$ cat src/rtl/resz_dis_ctl.sv
// Multi-channel shadow/active value controller with holdoff disable override.
// Optional RESZ_CLAMP_EN clamps loaded values into [MIN, MAX].
module resz_dis_ctl #(
   parameter int              CHANNELS = 2,
   parameter int              WIDTH    = 32,
   parameter logic [WIDTH-1:0] DEFAULT = 'h10,
   parameter logic [WIDTH-1:0] MIN     = 'h4,
   parameter logic [WIDTH-1:0] MAX     = 'h400,
   parameter int              HOLDOFF  = 3
) (
   input  logic                      clk,
   input  logic                      rst,
   input  logic [CHANNELS*WIDTH-1:0] Res_line,
   input  logic [CHANNELS-1:0]       Load,
   input  logic                      Commit,
   input  logic [CHANNELS-1:0]       Disable,
   output logic [CHANNELS*WIDTH-1:0] Output,
   output logic [CHANNELS-1:0]       Pending,
   output logic [CHANNELS-1:0]       Forced,
   output logic [CHANNELS-1:0]       Clamped
);

   typedef enum logic [1:0] {RUN, HOLD, DIS} st_t;

   localparam logic [7:0] HOLD_N = 8'(HOLDOFF);

   for (genvar gi = 0; gi < CHANNELS; gi++) begin : g_ch
      logic [WIDTH-1:0] raw;
      logic [WIDTH-1:0] load_v;
      logic [WIDTH-1:0] shadow_q;
      logic [WIDTH-1:0] active_q;
      logic [WIDTH-1:0] active_d;
      logic [WIDTH-1:0] out_q;
      logic [WIDTH-1:0] out_d;
      logic             pend_q;
      logic             pend_d;
      logic [7:0]       cnt_q;
      logic [7:0]       cnt_d;
      st_t              st_q;
      st_t              st_d;

      assign raw = Res_line[gi*WIDTH +: WIDTH];

`ifdef RESZ_CLAMP_EN
      logic clip;
      logic clip_q;

      always_comb begin
         load_v = raw;
         clip   = 1'b0;
         if (raw < MIN) begin
            load_v = MIN;
            clip   = 1'b1;
         end else if (raw > MAX) begin
            load_v = MAX;
            clip   = 1'b1;
         end
      end

      always_ff @(posedge clk or negedge rst) begin
         if (!rst) clip_q <= 1'b0;
         else      clip_q <= Load[gi] & clip;
      end

      assign Clamped[gi] = clip_q;
`else
      logic unused_bounds;

      assign load_v        = raw;
      assign Clamped[gi]   = 1'b0;
      assign unused_bounds = ^{MIN, MAX};
`endif

      always_comb begin
         st_d  = st_q;
         cnt_d = cnt_q;
         unique case (st_q)
            RUN: begin
               if (Disable[gi]) begin
                  if (HOLD_N == 8'd0) begin
                     st_d = DIS;
                  end else begin
                     st_d  = HOLD;
                     cnt_d = 8'd1;
                  end
               end
            end
            HOLD: begin
               if (!Disable[gi]) begin
                  st_d  = RUN;
                  cnt_d = 8'd0;
               end else if (cnt_q == HOLD_N) begin
                  st_d = DIS;
               end else if (cnt_q != 8'hff) begin
                  cnt_d = cnt_q + 8'd1;
               end
            end
            DIS: begin
               if (!Disable[gi]) begin
                  st_d  = RUN;
                  cnt_d = 8'd0;
               end
            end
            default: begin
               st_d  = RUN;
               cnt_d = 8'd0;
            end
         endcase
      end

      // Load+Commit together bypasses the shadow straight into active.
      always_comb begin
         active_d = active_q;
         pend_d   = pend_q;
         if (Commit) begin
            pend_d = 1'b0;
            if (Load[gi])    active_d = load_v;
            else if (pend_q) active_d = shadow_q;
         end else if (Load[gi]) begin
            pend_d = 1'b1;
         end
         out_d = (st_d == DIS) ? DEFAULT : active_d;
      end

      always_ff @(posedge clk or negedge rst) begin
         if (!rst) begin
            shadow_q <= DEFAULT;
            active_q <= DEFAULT;
            out_q    <= DEFAULT;
            pend_q   <= 1'b0;
            cnt_q    <= 8'd0;
            st_q     <= RUN;
         end else begin
            if (Load[gi]) shadow_q <= load_v;
            active_q <= active_d;
            out_q    <= out_d;
            pend_q   <= pend_d;
            cnt_q    <= cnt_d;
            st_q     <= st_d;
         end
      end

      assign Output[gi*WIDTH +: WIDTH] = out_q;
      assign Pending[gi]               = pend_q;
      assign Forced[gi]                = (st_q == DIS);
   end

endmodule

$ cat config.mk
export PLATFORM = sky130hd
export DESIGN_NAME = resz_dis_ctl
export DESIGN_NICKNAME = d
export VERILOG_FILES = /design/src/rtl/resz_dis_ctl.sv
export SDC_FILE = /design/constraint.sdc
export NUM_CORES = 1
export LEC_CHECK = 0
export CAP_MARGIN = 10
export CORE_MARGIN = 2
export CORE_UTILIZATION = 38
export DETAILED_ROUTE_END_ITERATION = 7
export SYNTH_ARGS = -nofsm -noshare
export SYNTH_HDL_FRONTEND = slang
export SYNTH_SLANG_ARGS = --single-unit
export TNS_END_PERCENT = 100
$ cat constraint.sdc
create_clock -name clk -period 1.55 [get_ports clk]
set_input_delay 0.3875 -clock clk [delete_from_list [all_inputs] [get_ports clk]]
set_output_delay 0.3875 -clock clk [all_outputs]
set_load 0.01 [all_outputs]
==> flow_summary.rst <==
.. list-table::
   :header-rows: 1

   * - Metric
     - Value
   * - Clock Sinks
     - 214
   * - Leakage power
     - 5.603 nW
   * - Standard-cell row count
     - 53
   * - HPWL after detailed placement
     - 12120 microns
   * - Arrival time at the worst endpoint
     - 2170 ps
   * - Sum of routed wire length over all layers
     - 18440 microns
   * - H-Tree Depth
     - 1
   * - Source-to-sink clock delay at the later pin of the worst-skew pair
     - 500 ps
   * - Cells along the critical path
     - ha_2 -> or4bb_4 -> nor3_4 -> o21a_4 -> clkbuf_16 -> nor2b_1
   * - Actual transition at the worst max-transition pin
     - 503.0 ps
   * - Cell variety after synth
     - 49
   * - Synthesized-area fraction occupied by adder cells
     - 0.003068
   * - Routed length per placed instance
     - 15.52 microns
   * - CP peak stage delay
     - 500 ps
   * - Combinational family with the most area after synthesis
     - simple AND/OR/NAND/NOR gates
   * - Die width
     - 150.5 microns
   * - Starting density of the core
     - 0.3880
   * - Pin count of the biggest net entering global routing
     - 85
   * - Shortest clock period the worst path allows after layout
     - 1773 ps
   * - Count of pins over their slew limit
     - 0
   * - Maximum operating frequency
     - 564.0 MHz
   * - Power Internal
     - 11.58 mW
   * - Count of final hold-check violations
     - 0
   * - Post-route antenna net violation count
     - 0
   * - Share of synthesized flip-flops with an asynchronous set or reset
     - 1.000
   * - Remaining global-route overflow
     - 0
   * - Crit path launch type
     - flop
   * - Simple-gate portion of the synthesized area
     - 0.1267
   * - Number of DRC violations after detailed-routing iteration 0
     - 257
   * - Number of antenna violations at the first check in global routing
     - 0
   * - Failing checks
     - negative setup slack
   * - Combinational Power Share
     - 0.181
   * - Power per cell area
     - 1315 mW/mm^2
   * - Final layout net count
     - 968
   * - Number of vias per cell
     - 4.728
   * - Switching Power
     - 3.731 mW
   * - Part of the cycle the worst path needs
     - 1.144
   * - Vert. Die Dim
     - 150.5 microns
   * - Setup-violating endpoint count in the final report
     - 43
   * - Via count
     - 5617
   * - Warnings from Yosys
     - 0
   * - Mux cell area share after synthesis
     - 0.07609
   * - Number of diodes
     - 0
   * - Switching power share of the total
     - 0.2436
   * - Parity-gate share of the synthesized area counting xor and xnor cells
     - 0.002148
   * - CTS buffer count
     - 24
   * - Final RePlAce weighted congestion
     - 0.8907
   * - Clock share of power
     - 0.384
   * - First-pass DRT Iterations
     - 4
   * - Data required time of the critical path
     - 1940 ps
   * - Reg clk slew, reported paths
     - 60 ps
   * - Setup skew after layout
     - 7.506 ps
   * - Wire length of the first global-routing pass
     - 29080 microns
   * - Instance count of the mapped netlist
     - 693
   * - Vias in the first global route
     - 5962
   * - Register share of total power
     - 0.435
   * - Unrepaired setup endpoints after global routing
     - yes
   * - Sequential fraction of the synthesis area
     - 0.6575
   * - Worst Setup Slack post-DPL
     - -347.5 ps
   * - Mapped cell area
     - 0.008157 sq mm
   * - Type of the worst min-delay path
     - in2reg
   * - Peak supply drop
     - 0.001015 V
   * - Share of layout cells above drive strength 1
     - 0.2114
   * - Global-route usage over all layers
     - 0.1600
   * - Syn avg cell area
     - 11.77 sq um
   * - Placeable core region
     - 0.02102 sq mm
   * - Buf/Inv on CP
     - 1
   * - Number of filler cells placed in the layout
     - 1783
   * - Endpoint type of the worst setup path
     - flop
   * - Number of synthesized register bits
     - 214
   * - Root Buffer
     - sky130_fd_sc_hd__clkbuf_16
   * - Relative area change from synthesis to final layout
     - 42.77%
   * - Overall power
     - 15.31 mW
   * - EDFF count, synth
     - 0
   * - Maximum root-to-sink buffer count
     - 3
   * - Setup slack of the critical path after layout
     - -223.0 ps
   * - DRC violations left
     - 0
   * - Biggest fanout along the worst timing path
     - 6
   * - Max-capacitance violation count
     - 0
   * - Area fraction in compound gates after synthesis
     - 0.08053
   * - Total I/O pin count
     - 141
   * - Die area
     - 0.02265 sq mm
   * - Most used flip-flop cell after synthesis
     - sky130_fd_sc_hd__dfrtp_1
   * - Relative slew slack
     - 0.6634
   * - Outcome
     - finished with violations
   * - CTS tree
     - built
   * - Number of input and output port buffers inserted
     - 138
   * - Cell type group with the largest total delay on the critical path
     - simple AND/OR/NAND/NOR gates
   * - Slowest stage cell, crit path
     - sky130_fd_sc_hd__or4bb_4
   * - Critical path class
     - reg2reg
[layout make-up]
type | count | area (sq um) | share of cell area
flip-flops and latches | 214 | 5363 | 0.4605
clock inverters | 6 | 105.1 | 0.009025
clock buffers | 38 | 734.5 | 0.06307
repair buffers | 213 | 2182 | 0.1874
inverters | 63 | 236.5 | 0.02031
multi-input cells | 379 | 2680 | 0.2301
well taps | 275 | 344.1 | 0.02955
[registers in the layout, summed over array words and instances (netlist names)]
name	flops
g_ch.active_q	64
g_ch.out_q	64
g_ch.shadow_q	64
g_ch.cnt_q	16
g_ch.st_q	4
g_ch.pend_q	2
[layout by cell type (no fill, tap or decap), types with 3 or more instances in the layout]
cell type	Yosys	final
sky130_fd_sc_hd__clkbuf_1	14	7
sky130_fd_sc_hd__dfstp_2	6	6
sky130_fd_sc_hd__a31oi_1	5	5
sky130_fd_sc_hd__dfrtp_1	208	208
sky130_fd_sc_hd__bufinv_16	0	3
sky130_fd_sc_hd__inv_1	63	63
sky130_fd_sc_hd__buf_6	2	8
sky130_fd_sc_hd__and4_1	3	3
sky130_fd_sc_hd__nand4_1	4	4
sky130_fd_sc_hd__nor2b_4	0	20
sky130_fd_sc_hd__o21ai_0	72	69
sky130_fd_sc_hd__clkbuf_2	0	7
sky130_fd_sc_hd__clkbuf_16	0	30
sky130_fd_sc_hd__o21ai_2	0	3
sky130_fd_sc_hd__nor3_4	0	3
sky130_fd_sc_hd__buf_12	0	14
sky130_fd_sc_hd__clkbuf_8	0	7
sky130_fd_sc_hd__nand3_1	10	8
sky130_fd_sc_hd__clkdlybuf4s15_1	0	53
sky130_fd_sc_hd__a22o_1	4	4
sky130_fd_sc_hd__nand2_1	74	74
sky130_fd_sc_hd__nor2_1	14	10
sky130_fd_sc_hd__a21oi_2	0	5
sky130_fd_sc_hd__and3_1	4	3
sky130_fd_sc_hd__nor2b_1	70	44
sky130_fd_sc_hd__buf_4	6	50
sky130_fd_sc_hd__clkdlybuf4s50_1	0	67
sky130_fd_sc_hd__clkinv_2	0	3
sky130_fd_sc_hd__mux2i_1	62	62
sky130_fd_sc_hd__buf_2	16	4
sky130_fd_sc_hd__and2_1	3	3
sky130_fd_sc_hd__nor2b_2	0	6
sky130_fd_sc_hd__a21oi_1	12	7
[cell families after synthesis]
family	count (synthesis)
xor gates and xnor gates	2
DFF	214
and+or+nand+nor	197
adders and majority gates	2
AOI/OAI and AO/OA	114
buffers and inverters	101
muxes	62
other	1
[cell usage after synthesis, types with 6 or more instances]
library cell / count / share of area
sky130_fd_sc_hd__inv_1: 63 / 0.029
sky130_fd_sc_hd__nor2_1: 14 / 0.0064
sky130_fd_sc_hd__nand3_1: 10 / 0.0061
sky130_fd_sc_hd__mux2i_1: 62 / 0.076
sky130_fd_sc_hd__clkbuf_1: 14 / 0.0064
sky130_fd_sc_hd__nand2_1: 74 / 0.034
sky130_fd_sc_hd__o21ai_0: 72 / 0.044
sky130_fd_sc_hd__dfrtp_1: 208 / 0.64
sky130_fd_sc_hd__dfstp_2: 6 / 0.019
sky130_fd_sc_hd__nor2b_1: 70 / 0.054
sky130_fd_sc_hd__buf_4: 6 / 0.0055
sky130_fd_sc_hd__a21oi_1: 12 / 0.0074
sky130_fd_sc_hd__buf_2: 16 / 0.0098
[timing repair]
action | 4_1_cts | 5_1_grt
hold buffers | 1 | 0
buffers inserted | 5 | 5
endpoints found under the hold margin | 208 | 0
cloned | 1 | 6
endpoints found under the setup margin | 128 | 107
pin swaps | 6 | 12
gates resized for setup | 146 | 87
[tightest hold or removal path: cells and delay by family]
| family | cells | cell delay (ps) |
|---|---|---|
| multiplexers | 1 | 150 |
| buffers and inverters | 2 | 220 |
[path summary, 6_finish.rpt]
check / slack (ps) / start / cells past startpoint / endpoint
setup reg to reg: -220 / g_ch[0].cnt_q[1] / 6 / g_ch[0].out_q[19]
min in group asynchronous: 470 / rst / 3 / g_ch[0].shadow_q[14]
setup / recovery: -220 / g_ch[0].cnt_q[1] / 6 / g_ch[0].out_q[19]
hold reg to reg: 470 / g_ch[1].shadow_q[21] / 2 / g_ch[1].shadow_q[21]
max in group asynchronous: 680 / rst / 3 / g_ch[1].shadow_q[10]
hold / removal: 290 / Load[1] / 3 / g_ch[1].shadow_q[4]
[metal layers]
layer | vias to the layer above | track usage | share of wire
met4 | 0 | 0.05283 | 0.021
met2 | 108 | 0.2825 | 0.52
met5 | - | 0 | 0
met3 | 32 | 0.02909 | 0.041
li1 | 2683 | - | -
met1 | 2794 | 0.1982 | 0.41
[power groups by stage]
stage | clock (mW) | combinational (mW) | sequential [mW]
after floorplan | 0 | 0.983 | 6.86
final | 5.88 | 2.78 | 6.65
after global placement | 0 | 2.57 | 6.74
after detailed placement | 0 | 2.65 | 6.75
after CTS | 6.02 | 2.54 | 6.66
after global routing | 6.29 | 3.06 | 6.73
[metrics by stage]
| stage | instances | util | TNS, ps | area (sq um) | hold slack [ps] |
|---|---|---|---|---|---|
| 2_1_floorplan | 694 | - | -2602 | 8180 | 91.91 |
| 3_3_place_gp | 1126 | 0.4906 | -20970 | 10310 | 441.8 |
| 3_5_place_dp | 1126 | 0.4906 | -23350 | 10310 | 453.0 |
| 4_1_cts | 1177 | 0.5354 | -6369 | 11260 | 277.6 |
| 5_1_grt | 1188 | 0.5540 | -12010 | 11640 | 314.1 |
| 6_report | 1188 | 0.5540 | -7557 | 11640 | 287.3 |
Note: power is estimated with default switching activity, not from simulation.
